**config.mk**
```make
export PLATFORM = sky130hd
export DESIGN_NAME = result_drain_serializer
export DESIGN_NICKNAME = d
export VERILOG_FILES = /design/src/rtl/result_drain_serializer.sv
export SDC_FILE = /design/constraint.sdc
export NUM_CORES = 1
export LEC_CHECK = 0
export CAP_MARGIN = 20
export CORE_ASPECT_RATIO = 0.6
export CORE_MARGIN = 3
export CORE_UTILIZATION = 49
export DETAILED_ROUTE_END_ITERATION = 8
export PLACE_DENSITY = 0.86
export SLEW_MARGIN = 20
export SYNTH_ARGS = -nofsm -noshare
export SYNTH_HDL_FRONTEND = slang
export SYNTH_SLANG_ARGS = --single-unit
```
**constraint.sdc**
```tcl
create_clock -name clk -period 13.1 [get_ports clk]
set_input_delay 1.965 -clock clk [delete_from_list [all_inputs] [get_ports clk]]
set_output_delay 1.965 -clock clk [all_outputs]
set_load 0.01 [all_outputs]
```
**src/rtl/result_drain_serializer.sv**
```systemverilog
// result_drain_serializer
//
// Captures one vector of ROW_WIDTH signed column sums from the adder-tree
// array, requantizes each sum to DATA_WIDTH (round half up, arithmetic
// shift right by SHIFT, saturate), and streams the elements out one per
// cycle, element 0 first. The accepted beats that saturated are counted for debug.
//
// Ports:
//   clk, reset   clock, asynchronous active-high reset
//   in_result    ROW_WIDTH packed signed sums, element k at [OUT_WIDTH*k +: OUT_WIDTH]
//   in_valid     upstream presents in_result
//   in_ready     vector accepted this cycle (IDLE, or last beat being accepted)
//   out_data     quantized signed element
//   out_idx      element index of out_data
//   out_last     beat carries element ROW_WIDTH-1
//   out_valid    out_data valid
//   out_ready    downstream accepts the beat
//   sat_count    saturated accepted beats, sticks at all-ones
//   clear_stats  synchronous clear of sat_count (wins over increment)
module result_drain_serializer #(
  parameter int ROW_WIDTH  = 10,
  parameter int DATA_WIDTH = 16,
  parameter int OUT_WIDTH  = 36,
  parameter int SHIFT      = 8,
  parameter int CNT_WIDTH  = 16,
  localparam int IDX_W     = $clog2(ROW_WIDTH)
) (
  input  logic                           clk,
  input  logic                           reset,
  input  logic [ROW_WIDTH*OUT_WIDTH-1:0] in_result,
  input  logic                           in_valid,
  output logic                           in_ready,
  output logic [DATA_WIDTH-1:0]          out_data,
  output logic [IDX_W-1:0]               out_idx,
  output logic                           out_last,
  output logic                           out_valid,
  input  logic                           out_ready,
  output logic [CNT_WIDTH-1:0]           sat_count,
  input  logic                           clear_stats
);

  typedef enum logic {IDLE, DRAIN} state_t;

  // Requantization constants, all OUT_WIDTH+1 bits signed so the rounded
  // sum of the largest input cannot overflow.
  localparam int RND_SH = (SHIFT > 0) ? SHIFT - 1 : 0;
  localparam logic signed [OUT_WIDTH:0] RND =
    (SHIFT > 0) ? ((OUT_WIDTH+1)'(1) << RND_SH) : '0;
  localparam logic signed [OUT_WIDTH:0] MAX_V =
    {{(OUT_WIDTH-DATA_WIDTH+2){1'b0}}, {(DATA_WIDTH-1){1'b1}}};
  localparam logic signed [OUT_WIDTH:0] MIN_V =
    {{(OUT_WIDTH-DATA_WIDTH+2){1'b1}}, {(DATA_WIDTH-1){1'b0}}};

  state_t                       state_q, state_d;
  logic [IDX_W-1:0]             idx_q, idx_d;
  logic signed [OUT_WIDTH-1:0]  cap_q [ROW_WIDTH];
  logic                         last_idx;
  logic                         capture;
  logic                         beat;

  assign last_idx = (idx_q == IDX_W'(ROW_WIDTH - 1));
  assign capture  = in_valid & in_ready;
  assign beat     = out_valid & out_ready;

  // NOTE: every output of this block gets a default first so no path
  // leaves a signal unassigned (which would infer a latch).
  always_comb begin
    state_d   = state_q;
    idx_d     = idx_q;
    in_ready  = 1'b0;
    out_valid = 1'b0;
    unique case (state_q)
      IDLE: begin
        in_ready = 1'b1;
        if (in_valid) begin
          state_d = DRAIN;
          idx_d   = '0;
        end
      end
      DRAIN: begin
        out_valid = 1'b1;
        // Accepting a new vector while the last beat leaves keeps the
        // stream gap-free; this is the only input-to-output comb path.
        in_ready  = last_idx & out_ready;
        if (out_ready) begin
          if (last_idx) begin
            idx_d = '0;
            if (!in_valid) state_d = IDLE;
          end else begin
            idx_d = idx_q + IDX_W'(1);
          end
        end
      end
      default: state_d = IDLE;
    endcase
  end

  // NOTE: sequential state uses non-blocking assignments so every register
  // samples pre-edge values regardless of statement order.
  always_ff @(posedge clk or posedge reset) begin
    if (reset) begin
      state_q <= IDLE;
      idx_q   <= '0;
      // NOTE: the capture buffer is reset on purpose: out_data is decoded
      // from it, and it must read 0 out of reset.
      for (int k = 0; k < ROW_WIDTH; k++) cap_q[k] <= '0;
    end else begin
      state_q <= state_d;
      idx_q   <= idx_d;
      if (capture) begin
        for (int k = 0; k < ROW_WIDTH; k++)
          cap_q[k] <= in_result[k*OUT_WIDTH +: OUT_WIDTH];
      end
    end
  end

  // Requantize the selected element: sign-extend, round, shift, saturate.
  logic signed [OUT_WIDTH-1:0] sel;
  logic signed [OUT_WIDTH:0]   ext;
  logic signed [OUT_WIDTH:0]   rounded;
  logic signed [OUT_WIDTH:0]   shifted;
  logic                        sat_hi, sat_lo, q_sat;

  assign sel     = cap_q[idx_q];
  assign ext     = {sel[OUT_WIDTH-1], sel};
  assign rounded = ext + RND;
  assign shifted = rounded >>> SHIFT;
  assign sat_hi  = (shifted > MAX_V);
  assign sat_lo  = (shifted < MIN_V);
  assign q_sat   = sat_hi | sat_lo;

  assign out_data = sat_hi ? MAX_V[DATA_WIDTH-1:0] :
                    sat_lo ? MIN_V[DATA_WIDTH-1:0] :
                             shifted[DATA_WIDTH-1:0];
  assign out_idx  = idx_q;
  assign out_last = (state_q == DRAIN) & last_idx;

  always_ff @(posedge clk or posedge reset) begin
    if (reset) begin
      sat_count <= '0;
    end else if (clear_stats) begin
      sat_count <= '0;
    end else if (beat && q_sat && !(&sat_count)) begin
      sat_count <= sat_count + CNT_WIDTH'(1);
    end
  end

endmodule
```
### Word level (Yosys, flattened, before mapping)

Cells that the tools add are included.

| cells by class | value |
|---|---|
| add/subtract/negate cells | 3 |
| multipliers | 0 |
| div/mod/pow operators | 0 |
| magnitude comparators | 3 |
| equal/unequal tests | 3 |
| shifts and indexed selects | 0 |
| multiplexer cells | 17 |
| bitwise gates (word level) | 7 |
| reduce and logical (&&, ||, !) cells | 6 |

Operators with widths:

| kind | number |
|---|---|
| 36-bit binary-select mux with 4-bit select | 1 |
| 36-bit two-way mux | 2 |
| 16-bit two-way mux | 4 |
| 36-bit by 9-bit adder with 37-bit output (second input constant) | 1 |
| 29-bit by 16-bit greater-than comparator with 1-bit output (second input constant) | 1 |
| 29-bit by 16-bit < comparator with 1-bit output (second input constant) | 1 |
| 16-bit by 1-bit adder with 16-bit output (second input constant) | 1 |
| 16-bit AND reduction | 1 |
| 4-bit two-way mux | 3 |
| 4-bit one-hot mux with 2 select lines | 1 |
| 5-bit greater-or-equal comparator (second input constant) | 1 |
| 4-bit NOT with 5-bit output | 1 |
| 4-bit by 1-bit adder with 4-bit output (second input constant) | 1 |
| 1-bit AND | 4 |
| 4-bit equality test (second input constant) | 1 |
| 1-bit two-way mux | 4 |
| 2-bit inequality test (second input constant) | 2 |
| 1-bit one-hot mux with 2 select lines | 2 |
| 1-bit logical AND | 2 |
| 2-bit AND reduction | 1 |
| 2-bit nonzero test | 1 |
| 1-bit logical NOT | 1 |
| 1-bit NOT | 1 |
| 1-bit OR | 1 |

| storage, ports and cells | value |
|---|---|
| register bits after elaboration | 381 |
| latch bits | 0 |
| memory bits (writable) | 0 |
| ROM bits | 0 |
| input bits | 365 |
| output and inout port bits | 39 |
| logic and storage cells | 52 |
| memories | 0 |

### Depth between registers and ports, before layout

| depth | value |
|---|---|
| depth after elaboration | 11 |
| gate-level depth with buffers | 19 |
| mapped depth without buffers | 12 |

### Worst setup path after synthesis

Ideal clock, no wire load.

| timing path | value |
|---|---|
| kind | flip-flop to output port |
| start | reg idx_q[0], in the netlist out_idx[0] |
| end | out out_data[12] |
| data arrival time | 3.982 ns |
| required time | 11.135 ns |
| setup slack | 7.153 ns |
| stages on the path, launching flop included | 20 |
| path buffers | 7 |
| cell sequence | dfrtp_1 -> buf_4 -> buf_6 -> buf_6 -> buf_8 -> mux4_2 -> nor2_1 -> o32a_1 -> inv_1 -> ha_1 -> nand3b_1 -> clkbuf_1 -> nor4_1 -> mux2_2 -> a21o_1 -> and4_1 -> buf_6 -> or2_2 -> buf_2 -> o21ai_0 |

| between the ends | value |
|---|---|
| word-level cells in the longest chain between the ends | 8 |
| elaborated cells on any way between the ends | 9 |
| those cells by class | add/sub (1); order compare (2); mux (5); bitwise (1) |

RTL lines:

| item | line | text |
|---|---|---|
| from (decl) | 55 | `logic [IDX_W-1:0] idx_q, idx_d;` |
| from (signal assigned) | 109 | `idx_q <= idx_d;` |
| 4-bit NOT with 5-bit output (not written as such) (*) | 124 | `assign sel = cap_q[idx_q];` |
| 36-bit binary-select mux with 4-bit select (*) | 124 |  |
| 36-bit two-way mux (not written as such) (*) (2 in a row) | 124 |  |
| 36-bit by 9-bit adder with 37-bit output (*) | 126 | `assign rounded = ext + RND;` |
| 29-bit by 16-bit < comparator with 1-bit output | 129 | `assign sat_lo = (shifted < MIN_V);` |
| 16-bit two-way mux | 133 | `sat_lo ? MIN_V[DATA_WIDTH-1:0] :` |
| 16-bit two-way mux (*) | 132 | `assign out_data = sat_hi ? MAX_V[DATA_WIDTH-1:0] :` |
| to (decl) | 33 | `output logic [DATA_WIDTH-1:0] out_data,` |

Mark *: on every way between the ends. The rest lies on a longest branch, timed or not. The select of a mux whose other input is x is not followed.

### Final worst setup path

| timing path | value |
|---|---|
| start | reg idx_q[0], in the netlist out_idx[0] |
| end | out out_data[1] |

Same word-level chain as after synthesis.

==> key figures <==
Run status
  – Outcome: finished, final reports clean

Routing
  – Initial DRC count: 642
  – DR DRC count: 0
  – First-pass DRT Iterations: 5
  – Antenna Nets Post-Route: 0
  – Via Count: 10.7k
  – Avg WL per Cell: 23.0 µm
  – Via density per instance: 5.71
  – Total Wirelength: 43300 µm

Setup path
  – Setup crit end kind: output port
  – Arr. time, crit path: 7.04 ns
  – Kind of critical path: register to output port
  – Req. time, crit path: 11.14 ns
  – Critical path buffers and inverters: 3
  – CP Max Fanout: 52
  – Slowest cell on crit path: dfrtp_4
  – Largest stage delay on the critical path: 0.85 ns
  – Worst path most repeated cell: buf_4
  – Reg2reg setup slack: 7.09 ns
  – Register-to-Register Path Depth: 13
  – Worst path top cell family by delay: simple AND/OR/NAND/NOR gates
  – Worst path depth: 14
  – Cells along the critical path: buf_4, buf_4, mux4_2, nor2_1, o41a_1, nor4_1, and3_1, nand4_1, xnor2_1, a211oi_1, and4_1, or2_2, o21ai_0, clkdlybuf4s50_1
  – Worst setup SP type: register

Clock tree
  – H-tree Lvls: 1
  – Clk slew on worst S/H paths: 0.06 ns
  – # clock sinks: 311
  – Clock Latency Late Sink: 0.57 ns
  – Post-CTS sizing: 0
  – Post-CTS Repair Setup Buffers: 0
  – Hold Buf Count CTS: 0
  – Total CTS buffers: 29
  – CTS tree: built
  – Root buf cell: clkbuf_16
  – Clk buf depth: 3

STA
  – RSZ-0062 raised after global routing: false
  – Final Slew Violations: 0
  – Crit share post-route: 68.7%
  – Setup_tns: 0 ns
  – Max_slew headroom: 18.0%
  – Clock Skew: 0.0178 ns
  – Slew @ Worst Pin: 1.23 ns
  – Final worst path period need: 9.00 ns
  – Final hold viol count: 0
  – Fmax: 111 MHz
  – Final setup viols: 0

Cells and area
  – Most frequent cells in the layout: 340 x mux2_2, 333 x clkdlybuf4s50_1, 308 x dfrtp_1, 52 x nor2_1, 34 x mux4_2
  – Layout area overhead: 29.0%
  – Final std cells w/o fill: 1879
  – Layout fillers: 2235
  – Layout cell share with drive strength beyond 1: 31.5%
  – Commonest non-fill, non-tap cell in the layout: mux2_2
  – Register area: 7790 µm²
  – Area of the multi-input gates: 7220 µm²
  – Nets: 1817

Pwr
  – LEAKAGE: 8.14 nW
  – Peak VDD IR: 0.153 mV
  – Total Power: 4.65 mW
  – Power Dens Cells: 233 nW/µm²

Global route
  – GRT Max-Usage Layer: met2
  – Met2 global-route usage: 41.5%
  – GR Util met3: 6.35%
  – First-pass GRT wire length: 66400 µm
  – Total grt overflow: 0
  – Tot GR Track Use: 25.3%
  – Largest net degree at the start of global routing: 177
  – Vias in the first global route: 11.5k
  – Initial antenna violation count: 4
  – Grt met1 use: 34.1%

Floorplan
  – Rows: 49
  – Die ar.: 33800 µm²
  – Ports: 404
  – Initial Util: 50.7%
  – Core area: 30500 µm²
  – Die H: 144 µm
  – Die width: 235 µm

Yosys
  – Syn. warnings: 0
  – Synth async-reset ratio: 100%
  – Register area share after synthesis: 50.4%
  – Synthesized area: 15500 µm²
  – Dominant synthesized flop cell: dfrtp_1
  – Unique masters post-synth: 69
  – Synth Register Bits: 311
  – Post-synth EDFFs: 0
  – Syn_nets: 1518
  – Syn Inst Count: 1149
  – Mean post-synth cell area: 13.4 µm²

Placement
  – # port buffers: 333
  – Routability cong.: 0.859
  – Dpl cells: 1825
  – HPWL Detailed: 30800 µm

Hold path
  – Hold crit path type: register to register
  – Worst hold path depth: 1

Job
  – Maxcap violations: 0
cells by family (layout without fill, tap and decap cells):
| family | after synthesis | count (layout) | synth area share (%) |
|---|---|---|---|
| fa+ha+maj | 4 | 4 | 0.324 |
| xor+xnor | 18 | 18 | 1.02 |
| simple gates | 209 | 209 | 7.46 |
| mux | 408 | 408 | 32.2 |
| other cells | 0 | 2 | 0 |
| flops | 311 | 311 | 50.4 |
| compound gates | 116 | 116 | 5.66 |
| buf+inv | 83 | 403 | 3.00 |
through the flow:
| stage | utilization, % | setup WS [ns] | area [µm²] | hold slack, ns |
|---|---|---|---|---|
| floorplan | - | 2.53 | 15500 | 0.473 |
| global placement | 62.3 | 4.74 | 19000 | 0.483 |
| detailed placement | 62.3 | 4.62 | 19000 | 0.490 |
| CTS | 65.4 | 4.00 | 19900 | 0.505 |
| global route | 65.4 | 3.70 | 19900 | 0.515 |
| finish | 65.4 | 4.10 | 19900 | 0.501 |
state kept, by name, indices dropped and copies added (netlist names):
name	cells
cap_q	290
sat_count	16
state_q	1
out_idx	4
layer usage:
| metal | vias to the layer above | wire (µm) |
|---|---|---|
| li1 | 4852 | - |
| met1 | 5464 | 18800 |
| met2 | 332 | 20300 |
| met3 | 74 | 3030 |
| met4 | 4 | 1090 |
| met5 | - | 27 |
cell usage after synthesis (all sizes together), types with 7 or more instances:
master	n	share of area (%)
nand2b	7	0.28
mux2i	25	1.6
mux4	34	5.0
dfrtp	311	50
nor3	18	0.78
o21ai	25	0.81
o32a	15	1.1
clkbuf	48	1.2
mux2	349	26
nor2	53	1.3
a21oi	8	0.26
nand2	34	0.84
or4	7	0.36
xor2	9	0.51
nor2b	28	1.1
xnor2	9	0.51
o22ai	22	0.89
buf	29	1.7
nand3	17	0.55
a211oi	11	0.53
where the power goes:
part	leakage [nW]	internal (mW)	switching [mW]	total [mW]
Sequential	3.84	1.40	0.267	1.67
Clock	0.465	0.481	0.366	0.846
Combinational	3.84	1.13	1.01	2.13
final timing paths:
check	from	endpoint
setup / recovery	out_idx[0]	out_data[1]
setup reg to reg	out_idx[0]	sat_count[6]
min in group asynchronous	reset	cap_q[318]
max in group asynchronous	reset	out_idx[1]
hold / removal	cap_q[133]	cap_q[133]
hold reg to reg	cap_q[133]	cap_q[133]
cell type report:
| class | count | share of cell area [%] |
|---|---|---|
| Antenna cell | 2 | 0.0251 |
| Timing Repair Buffer | 345 | 17.3 |
| Clock buffer | 42 | 4.19 |
| Tap cell | 408 | 2.56 |
| Inverter | 6 | 0.151 |
| Clock inverter | 10 | 0.552 |
| Multi-Input combinational cell | 755 | 36.2 |
| Sequential cell | 311 | 39.1 |
(Power assumes the default switching activity.)
==> RTL edit (config.mk and constraints unchanged) <==
Set the parameter `ROW_WIDTH` to 8 (it was 10).
--- a/src/rtl/result_drain_serializer.sv
+++ b/src/rtl/result_drain_serializer.sv
@@ -20,3 +20,3 @@
 module result_drain_serializer #(
-  parameter int ROW_WIDTH  = 10,
+  parameter int ROW_WIDTH  = 8,
   parameter int DATA_WIDTH = 16,
Ports: changed (resized in_result and out_idx); port bits go from 404 to 331. No check against the original RTL was run, so the function may have changed too.
==> RTL edit against the unedited design <==
Count of clock-buffer cells in the layout shrank 5. Clock power decreased by 14%. Critical path type unchanged. Synthesized area down 18%. Total power shrank 18%. Largest power group unchanged. Cell area down 18%. Wire length is 25% lower. Clock skew shrank 0.00055 ns. Global-route usage shrank 2.3 points. Sequential cell count is 59 lower. Via count fell by 22%. Critical endpoint is now out_data[2]. Die area is 18% lower. Setup slack improved by 1.1 ns.
==> RTL edit: results (changes against the unedited design) <==
CTS Buf Count 25 (was 29); R2R Setup Slk 8.12 ns (was 7.09 ns); slowest stage cell, crit path buf_4 (was dfrtp_4); Clock Latency Late Sink 0.54 ns (was 0.57 ns); Worst Clk Skew 0.0173 ns (was 0.0178 ns); hpwl dp 22.9 mm (was 30.8 mm); Pre-Repair DR Iteration Count 4 (was 5); syn_nets 1173 (was 1518); grt met2 use 0.369 (was 0.415); vias in the first global route 8825 (was 11514); Post-Synth Adder-Cell Area 0.00397 (was 0.00324); Met3 Wirelength 2.78 mm (was 3.03 mm); FF-to-FF End sat_count[4] (was sat_count[6]); worst hold endpoint cap_q[44] (was cap_q[133]); synth cell count leaders dfrtp_1, mux2_2, mux4_2, mux2i_1, clkbuf_1 (was mux2_2, dfrtp_1, nor2_1, clkbuf_1, mux4_2); R2R depth 12 (was 13); metal2 WL 14.7 mm (was 20.3 mm); CP endpoint out_data[2] (was out_data[1]); total wire length 32.3 mm (was 43.3 mm); largest cells by area after synthesis dfrtp_1, mux2_2, mux4_2 (unchanged); largest net degree at the start of global routing 109 (was 177); htree depth 1 (unchanged); NumNets Final 1431 (was 1817); Setup WS pre-CTS 5.72 ns (was 4.62 ns); Slew HR 0.351 (was 0.180); Min Hold Slack 0.498 ns (was 0.501 ns); met3 Track Usage GR 0.0742 (was 0.0635); layout cells sized above 1 0.331 (was 0.315); DRT iter0 DRCs 481 (was 642); Vias 8410 (was 10726); mean area per synthesized cell 14.4 µm² (was 13.4 µm²); min-delay src cap_q[44] (was cap_q[133]); Peak supply drop 158 µV (was 153 µV); fraction of synthesized cell area in xor and xnor cells 0.0132 (was 0.0102); GP Congestion 0.860 (was 0.859); switch share 0.350 (was 0.353); first-pass GRT wire length 49.2 mm (was 66.4 mm); leakage 6.77 nW (was 8.14 nW); post-synthesis mux area share 0.346 (was 0.322); Worst EP arrival 5.96 ns (was 7.04 ns); Largest register FFs 232 (was 290); Max Clock Freq 126 MHz (was 111 MHz); PortBufs 274 (was 333); met1 GRT Util 0.315 (was 0.341); outcome completed (unchanged); wl on met1 14.3 mm (was 18.8 mm); register area share after synthesis 0.500 (was 0.504); diodes inserted 0 (was 2); compound-gate portion of the synthesized area 0.0322 (was 0.0566); Hold Path Depth 1 (unchanged); drt via density 5.70 (was 5.71); Critical Path Max Stage Delay 0.70 ns (was 0.85 ns)
RTL edit: cell types whose count changed in the layout (fill, tap and decap cells not counted), moves of 13 or more:
cell	unedited run	this run
mux2_2	340	241
clkdlybuf4s50_1	333	274
dfrtp_1	308	249
nor2_1	52	22
o21ai_0	22	0
mux4_2	34	55
o22ai_1	22	1
nor2b_1	27	9
o21ai_1	3	17
o32a_1	13	0
RTL edit: power by group through the flow:
stage	combinational [mW]	clock (mW)	sequential (mW)
after detailed placement	1.74	0	1.36
after global placement	1.70	0	1.33
final	1.74	0.725	1.35
after CTS	1.75	0.743	1.35
after floorplan	1.28	0	1.26
after global routing	1.86	0.771	1.39
RTL edit: final cells by class:
class / instances / area [µm²]
clock inverter: 9 / 86.3
clock buffer: 37 / 741
multi-input combinational: 566 / 5940
inverter: 5 / 26.3
tap: 322 / 403
sequential: 252 / 6310
fill: 1737 / 8390
timing repair buffer: 284 / 2820
